**config.mk**
```make
export PLATFORM = sky130hd
export DESIGN_NAME = spu_issue_queue
export DESIGN_NICKNAME = d
export VERILOG_FILES = /design/src/rtl/spu_issue_queue.sv
export SDC_FILE = /design/constraint.sdc
export NUM_CORES = 1
export LEC_CHECK = 0
export ABC_CLOCK_PERIOD_IN_PS = 10350
export CORE_ASPECT_RATIO = 1.5
export CORE_MARGIN = 4
export CORE_UTILIZATION = 61
export DETAILED_ROUTE_END_ITERATION = 12
export PLACE_DENSITY_LB_ADDON = 0.3
export REMOVE_ABC_BUFFERS = 1
export SYNTH_ARGS = -nofsm -noshare
export SYNTH_HDL_FRONTEND = slang
export SYNTH_SLANG_ARGS = --single-unit
```
**constraint.sdc**
```tcl
create_clock -name clk -period 10.35 [get_ports clk]
set_input_delay 1.5525 -clock clk [delete_from_list [all_inputs] [get_ports clk]]
set_output_delay 1.5525 -clock clk [all_outputs]
set_load 0.02 [all_outputs]
```
**src/rtl/spu_issue_queue.sv**
```systemverilog
// spu_issue_queue: dual-issue instruction buffer between fetch and decode.
// Fetch pushes aligned instruction pairs; decode sees the two oldest words
// and retires 0, 1 or 2 of them per cycle. Flush or reset empties the buffer.
module spu_issue_queue #(
  parameter int DEPTH = 8,
  parameter int PC_W  = 11
) (
  input  logic                     clk,
  input  logic                     reset,
  input  logic                     fetch_valid,
  output logic                     fetch_ready,
  input  logic [PC_W-1:0]          fetch_pc,
  input  logic [31:0]              fetch_inst1,
  input  logic [31:0]              fetch_inst2,
  input  logic                     flush,
  output logic                     issue_valid0,
  output logic [31:0]              issue_inst0,
  output logic [PC_W-1:0]          issue_pc0,
  output logic                     issue_valid1,
  output logic [31:0]              issue_inst1,
  output logic [PC_W-1:0]          issue_pc1,
  input  logic [1:0]               issue_take,
  output logic [$clog2(DEPTH):0]   count
);

  localparam int AW = $clog2(DEPTH);
  localparam int CW = AW + 1;
  localparam logic [CW-1:0] READY_MAX = CW'(DEPTH - 2);

  logic [31:0]     inst_mem [DEPTH];
  logic [PC_W-1:0] pc_mem   [DEPTH];

  logic [AW-1:0]   rd_ptr;
  logic [AW-1:0]   wr_ptr;
  logic [AW-1:0]   rd_ptr_nx1;
  logic [AW-1:0]   wr_ptr_nx1;
  logic [CW-1:0]   count_q;
  logic [CW-1:0]   count_next;
  logic            push;
  logic [1:0]      take_req;
  logic [1:0]      take_eff;
  logic [PC_W-1:0] pc_plus4;

  assign fetch_ready = (count_q <= READY_MAX);
  assign push        = fetch_valid && fetch_ready && !flush;
  assign pc_plus4    = fetch_pc + PC_W'(4);
  assign rd_ptr_nx1  = rd_ptr + AW'(1);
  assign wr_ptr_nx1  = wr_ptr + AW'(1);
  assign count       = count_q;

  // Clamp the requested take to at most 2 words and to what is actually buffered
  always_comb begin
    take_req = (issue_take == 2'd3) ? 2'd2 : issue_take;
    take_eff = take_req;
    if (count_q < CW'(take_req)) begin
      take_eff = count_q[1:0];
    end
    count_next = count_q + (push ? CW'(2) : CW'(0)) - CW'(take_eff);
  end

  // Pointer and occupancy update; reset and flush both empty the buffer
  always_ff @(posedge clk) begin
    if (reset || flush) begin
      rd_ptr  <= '0;
      wr_ptr  <= '0;
      count_q <= '0;
    end else begin
      rd_ptr  <= rd_ptr + AW'(take_eff);
      wr_ptr  <= push ? (wr_ptr + AW'(2)) : wr_ptr;
      count_q <= count_next;
    end
  end

  // Pair storage; contents are don't-care once the pointers are cleared
  always_ff @(posedge clk) begin
    if (push) begin
      inst_mem[wr_ptr]     <= fetch_inst1;
      pc_mem[wr_ptr]       <= fetch_pc;
      inst_mem[wr_ptr_nx1] <= fetch_inst2;
      pc_mem[wr_ptr_nx1]   <= pc_plus4;
    end
  end

  // Present the two oldest words; invalid slots read as all-zero
  always_comb begin
    issue_valid0 = (count_q >= CW'(1));
    issue_valid1 = (count_q >= CW'(2));
    issue_inst0  = '0;
    issue_pc0    = '0;
    issue_inst1  = '0;
    issue_pc1    = '0;
    if (issue_valid0) begin
      issue_inst0 = inst_mem[rd_ptr];
      issue_pc0   = pc_mem[rd_ptr];
    end
    if (issue_valid1) begin
      issue_inst1 = inst_mem[rd_ptr_nx1];
      issue_pc1   = pc_mem[rd_ptr_nx1];
    end
  end

endmodule

```
After elaboration in Yosys (flattened, before gate mapping). Memory sizes are Yosys's and may differ from the RTL's. A register that Yosys moved wholly into a read port is not among the register bits. Index checks and enable logic that the tools add are counted. Widths: inputs -> output; s select.

Input bits: 81. Register bits: 10. Memory bits (writable): 344. Memories kept: 2. Logic and storage cells: 32.

Memory list: inst_mem (depth 8, width 32, rd ports 2, clocked after Yosys merged registers in 1, write ports 2, RTL line 30) `logic [31:0] inst_mem [DEPTH];`; pc_mem (depth 8, width 11, rd ports 2, clocked after Yosys merged registers in 1, write ports 2, RTL line 31) `logic [PC_W-1:0] pc_mem [DEPTH];`.

$lt $le $gt $ge: 4. Add/sub/neg operators: 7. Reduce and logical (&&, ||, !) cells: 4. Equality and inequality tests: 1. Muxes and demuxes: 11.

Operator list (number): $mux 32 (2); $mux 11 (2); $add 11x3->11 const B (1); $add 3x1->3 const B (2); $mux 2 (3); $mux 3 (2); $add 4x2->4 (1); $ge 4x1->1 const B (1); $ge 4x2->1 const B (1); $le 4x3->1 const B (1); $lt 4x2->1 (1); $sub 4x2->4 (1); $add 3x2->3 (1); $add 3x2->3 const B (1); $eq 2x2->1 const B (1); $logic_and 1x1->1 (2); $mux 1 (2); $logic_not 1->1 (1); $logic_or 1x1->1 (1).

Logic depth before layout (Yosys ltp).
Depth after elaboration: 6. Mapped depth: 11. Gate-level depth less buffers: 11.

Worst setup path before layout. Ideal clock, no wire load.

Path type: input port to flip-flop. Start: input port flush. End: memory inst_mem[0][0], enable pin. Cell stages on the path: 2. Slack: 5.888 ns. Arrival time: 4.010 ns. Setup time: 0.452 ns. Path through: nor4b_4 -> and2_1.

RTL lines: start, declared (RTL line 15) `input logic flush,`; end, declared (RTL line 30).

Worst setup path in the final report.
Start: register rd_ptr[1]. End: output port issue_pc1[10].

Longest elaborated chain between the ends: 3.

Ends and longest elaborated chain: start, declared (RTL line 33) `logic [AW-1:0] rd_ptr;`; start signal, assigned (RTL line 68) `rd_ptr <= rd_ptr + AW'(take_eff);`; $add 3x1->3 (RTL line 47) `assign rd_ptr_nx1 = rd_ptr + AW'(1);`; $mem_v2 8x11; $mux 11 (RTL line 96) `if (issue_valid1) begin`; end, declared (RTL line 21) `output logic [PC_W-1:0] issue_pc1,`.

No other way between the ends.

==> results.toml <==
[status]
status = "complete, no violations"

[global_routing]
grt_pass1_vias = 9437
overflow = 0
track_usage_pct = 25.1
antenna_found_initial = 4
grt_max_degree = 63
grt_pass1_wl_um = 54600

[drt]
wirelength_um = 35900
ant_nets = 0
drtIter0Drc = 700
wl_per_cell_um = 28.8
drc = 0
wl_met2_um = 20200
routed.top_layer = "met5"
first_pass_iters = 7
vias = 8526
met3_length_um = 2290
vias_per_cell = 6.84
wl_met1_um = 12300

[yosys]
synth-async-reset-ratio_pct = 0
ys_seq_area_share_pct = 65.2
synth_commonest_cells = "336 x edfxtp_1, 167 x mux4_2, 82 x a22o_1"
syn-instance-count = 736
yosys-top-cells-area = "edfxtp_1 64%, mux4_2 24%, a22o_1 4.6%"
synth_top_area_share_pct = 64.0
yosys_register_bits = 345
ys.flop_type = "edfxtp_1"
avgSynthCellArea_um2 = 21.4
yosysUniqueCellTypes = 34
synth_most_common_cell = "edfxtp_1"
synthesis.area_um2 = 15800
synth_edf_count = 336
yosysTopAreaCell = "edfxtp_1"
ys_warn_count = 0

[cells_and_area]
regArea_um2 = 10300
drive_above_1_share_pct = 25.2
area_delta_synth_final_pct = 18.2
multi_input_area_um2 = 5150
fillCellCount = 1431
nNetsFinal = 994
utilization_pct = 73.6

[clock_tree]
cts_root_buf = "clkbuf_16"
cts_tree = "yes"
cts_buffers = 30
insertion_delay_ns = 0.55
cts.sinks = 345
clockBufferDepth = 3
htreeDepth = 1
ctsHoldBuffers = 0
cts_resized = 0
postCtsSetupBuffers = 0
path_clk_slew_ns = 0.06

[timing]
period_share_pct = 58.0
layout_min_cycle_time_ns = 6.00
finalHoldViolCount = 0
max-slew-margin-rel_pct = 29.0
finalMaxSlewViolations = 0
worstMarginPinSlew_ns = 1.07
tns_ns = 0
setup_violations = 0
grt_setup_unrepaired = "false"
fin_skew_ns = 0.0125
fmaxAchievable_mhz = 167

[pwr]
vdd_drop_max_mv = 0.283
p_total_mw = 4.42
p_leak_nw = 5.76
p_per_area_nw_per_um2 = 237

[place]
port_buffers = 173
hpwl_um = 21300
gp_congestion = 0.770

[worst_setup_path]
path_cells = "buf_4, ha_4, buf_4, mux4_2, a22o_1, clkdlybuf4s50_1"
crit_family = "buffers and inverters"
slowest_delay_ns = 0.80
cp.arrival_ns = 4.45
critPathCaptureType = "output pin"
crit_required_ns = 8.80
slowest_stage = "buf_4"
path_buf_inv = 3
critPathLaunchType = "flop"
crit_path_frequent_cell = "buf_4"
crit_fanout = 53
path_class = "flop to output pin"

[floorplanning]
initial_utilization_pct = 62.3
rows = 71
core-area_um2 = 25300
die_w_um = 139
num_io_pins = 174
die_h_um = 205
die_area_um2 = 28500

[job]
drv_cap = 0

[worst_hold_path]
hold_path_class = "flop to flop"
## metrics by stage
stage	cells	worst slack, ns	hold WS [ns]	cell area [µm²]
final	1247	4.35	0.512	18600
after global placement	1194	4.96	0.475	17700
after CTS	1246	4.24	0.511	18600
after global routing	1247	4.09	0.553	18600
after floorplan	680	0.377	0.468	15400
after detailed placement	1194	4.85	0.502	17700
## state kept, by name, indices dropped and copies added (netlist names)
register,flops
inst_mem,256
pc_mem,80
count,4
rd_ptr,3
wr_ptr,2
## worst reg2reg max path, cell delays in order, from the launching register on
cell,delay [ns]
dfxtp_1,0.35
inv_1,0.07
ha_1,0.20
and3_1,0.22
nor4b_4,0.54
and2_4,0.70
buf_4,0.69
## layout make-up
type	count	share of cell area [%]
Sequential cell	345	55.1
Multi-Input combinational cell	322	27.6
Timing Repair Buffer	186	9.82
Clock buffer	38	4.30
Tap cell	328	2.20
Clock inverter	14	0.611
Inverter	13	0.262
Antenna cell	1	0.0134
## placed cells by master (no fill, tap or decap), types with 2 or more instances in the layout
cell	n
a21boi_0	2
a22o_1	82
and2_1	5
and2_4	4
buf_4	13
bufinv_16	2
clkbuf_1	7
clkbuf_16	31
clkdlybuf4s50_1	173
clkinv_1	7
clkinv_2	4
dfxtp_1	7
dfxtp_4	2
edfxtp_1	336
fa_1	3
ha_1	11
inv_1	13
mux2i_1	2
mux4_2	167
nand2_1	7
nand3_1	2
nor2_1	3
nor2_4	2
nor2b_1	3
nor2b_4	2
nor3_1	5
xnor2_1	4
xor2_1	6
## power breakdown
part           internal (mW)  switching [mW]  total [mW]
Sequential              1.59          0.0530        1.64
Clock                  0.592           0.466        1.06
Combinational          0.850           0.873        1.72
Total                   3.03            1.39        4.42
## final timing paths
check             slack (ns)  cells after the start               to      start
hold / removal          0.51                      2        wr_ptr[2]  wr_ptr[2]
setup reg to reg        7.17                      6  inst_mem[0][27]   count[3]
hold reg to reg         0.51                      2        wr_ptr[2]  wr_ptr[2]
setup / recovery        4.35                      6    issue_pc1[10]  rd_ptr[1]
## per-layer routing
layer	GRT usage [%]	vias to the layer above
met4	8.43	6
met2	46.2	374
met3	4.65	76
li1	-	3547
met1	29.9	4523
met5	0	-
## cell families (layout without fill, tap and decap cells)
family                     Yosys count  count (layout)  share of synthesized area (%)
other                                0               1                              0
adders and majority gates           15              15                           1.33
and+or+nand+nor                     39              39                           1.47
DFF                                345             345                           65.2
buffers and inverters               69             251                           2.49
xor gates and xnor gates            10              10                          0.556
muxes                              170             170                           24.2
AOI/OAI and AO/OA                   88              88                           4.84
Note: power is estimated with default switching activity, not from simulation.
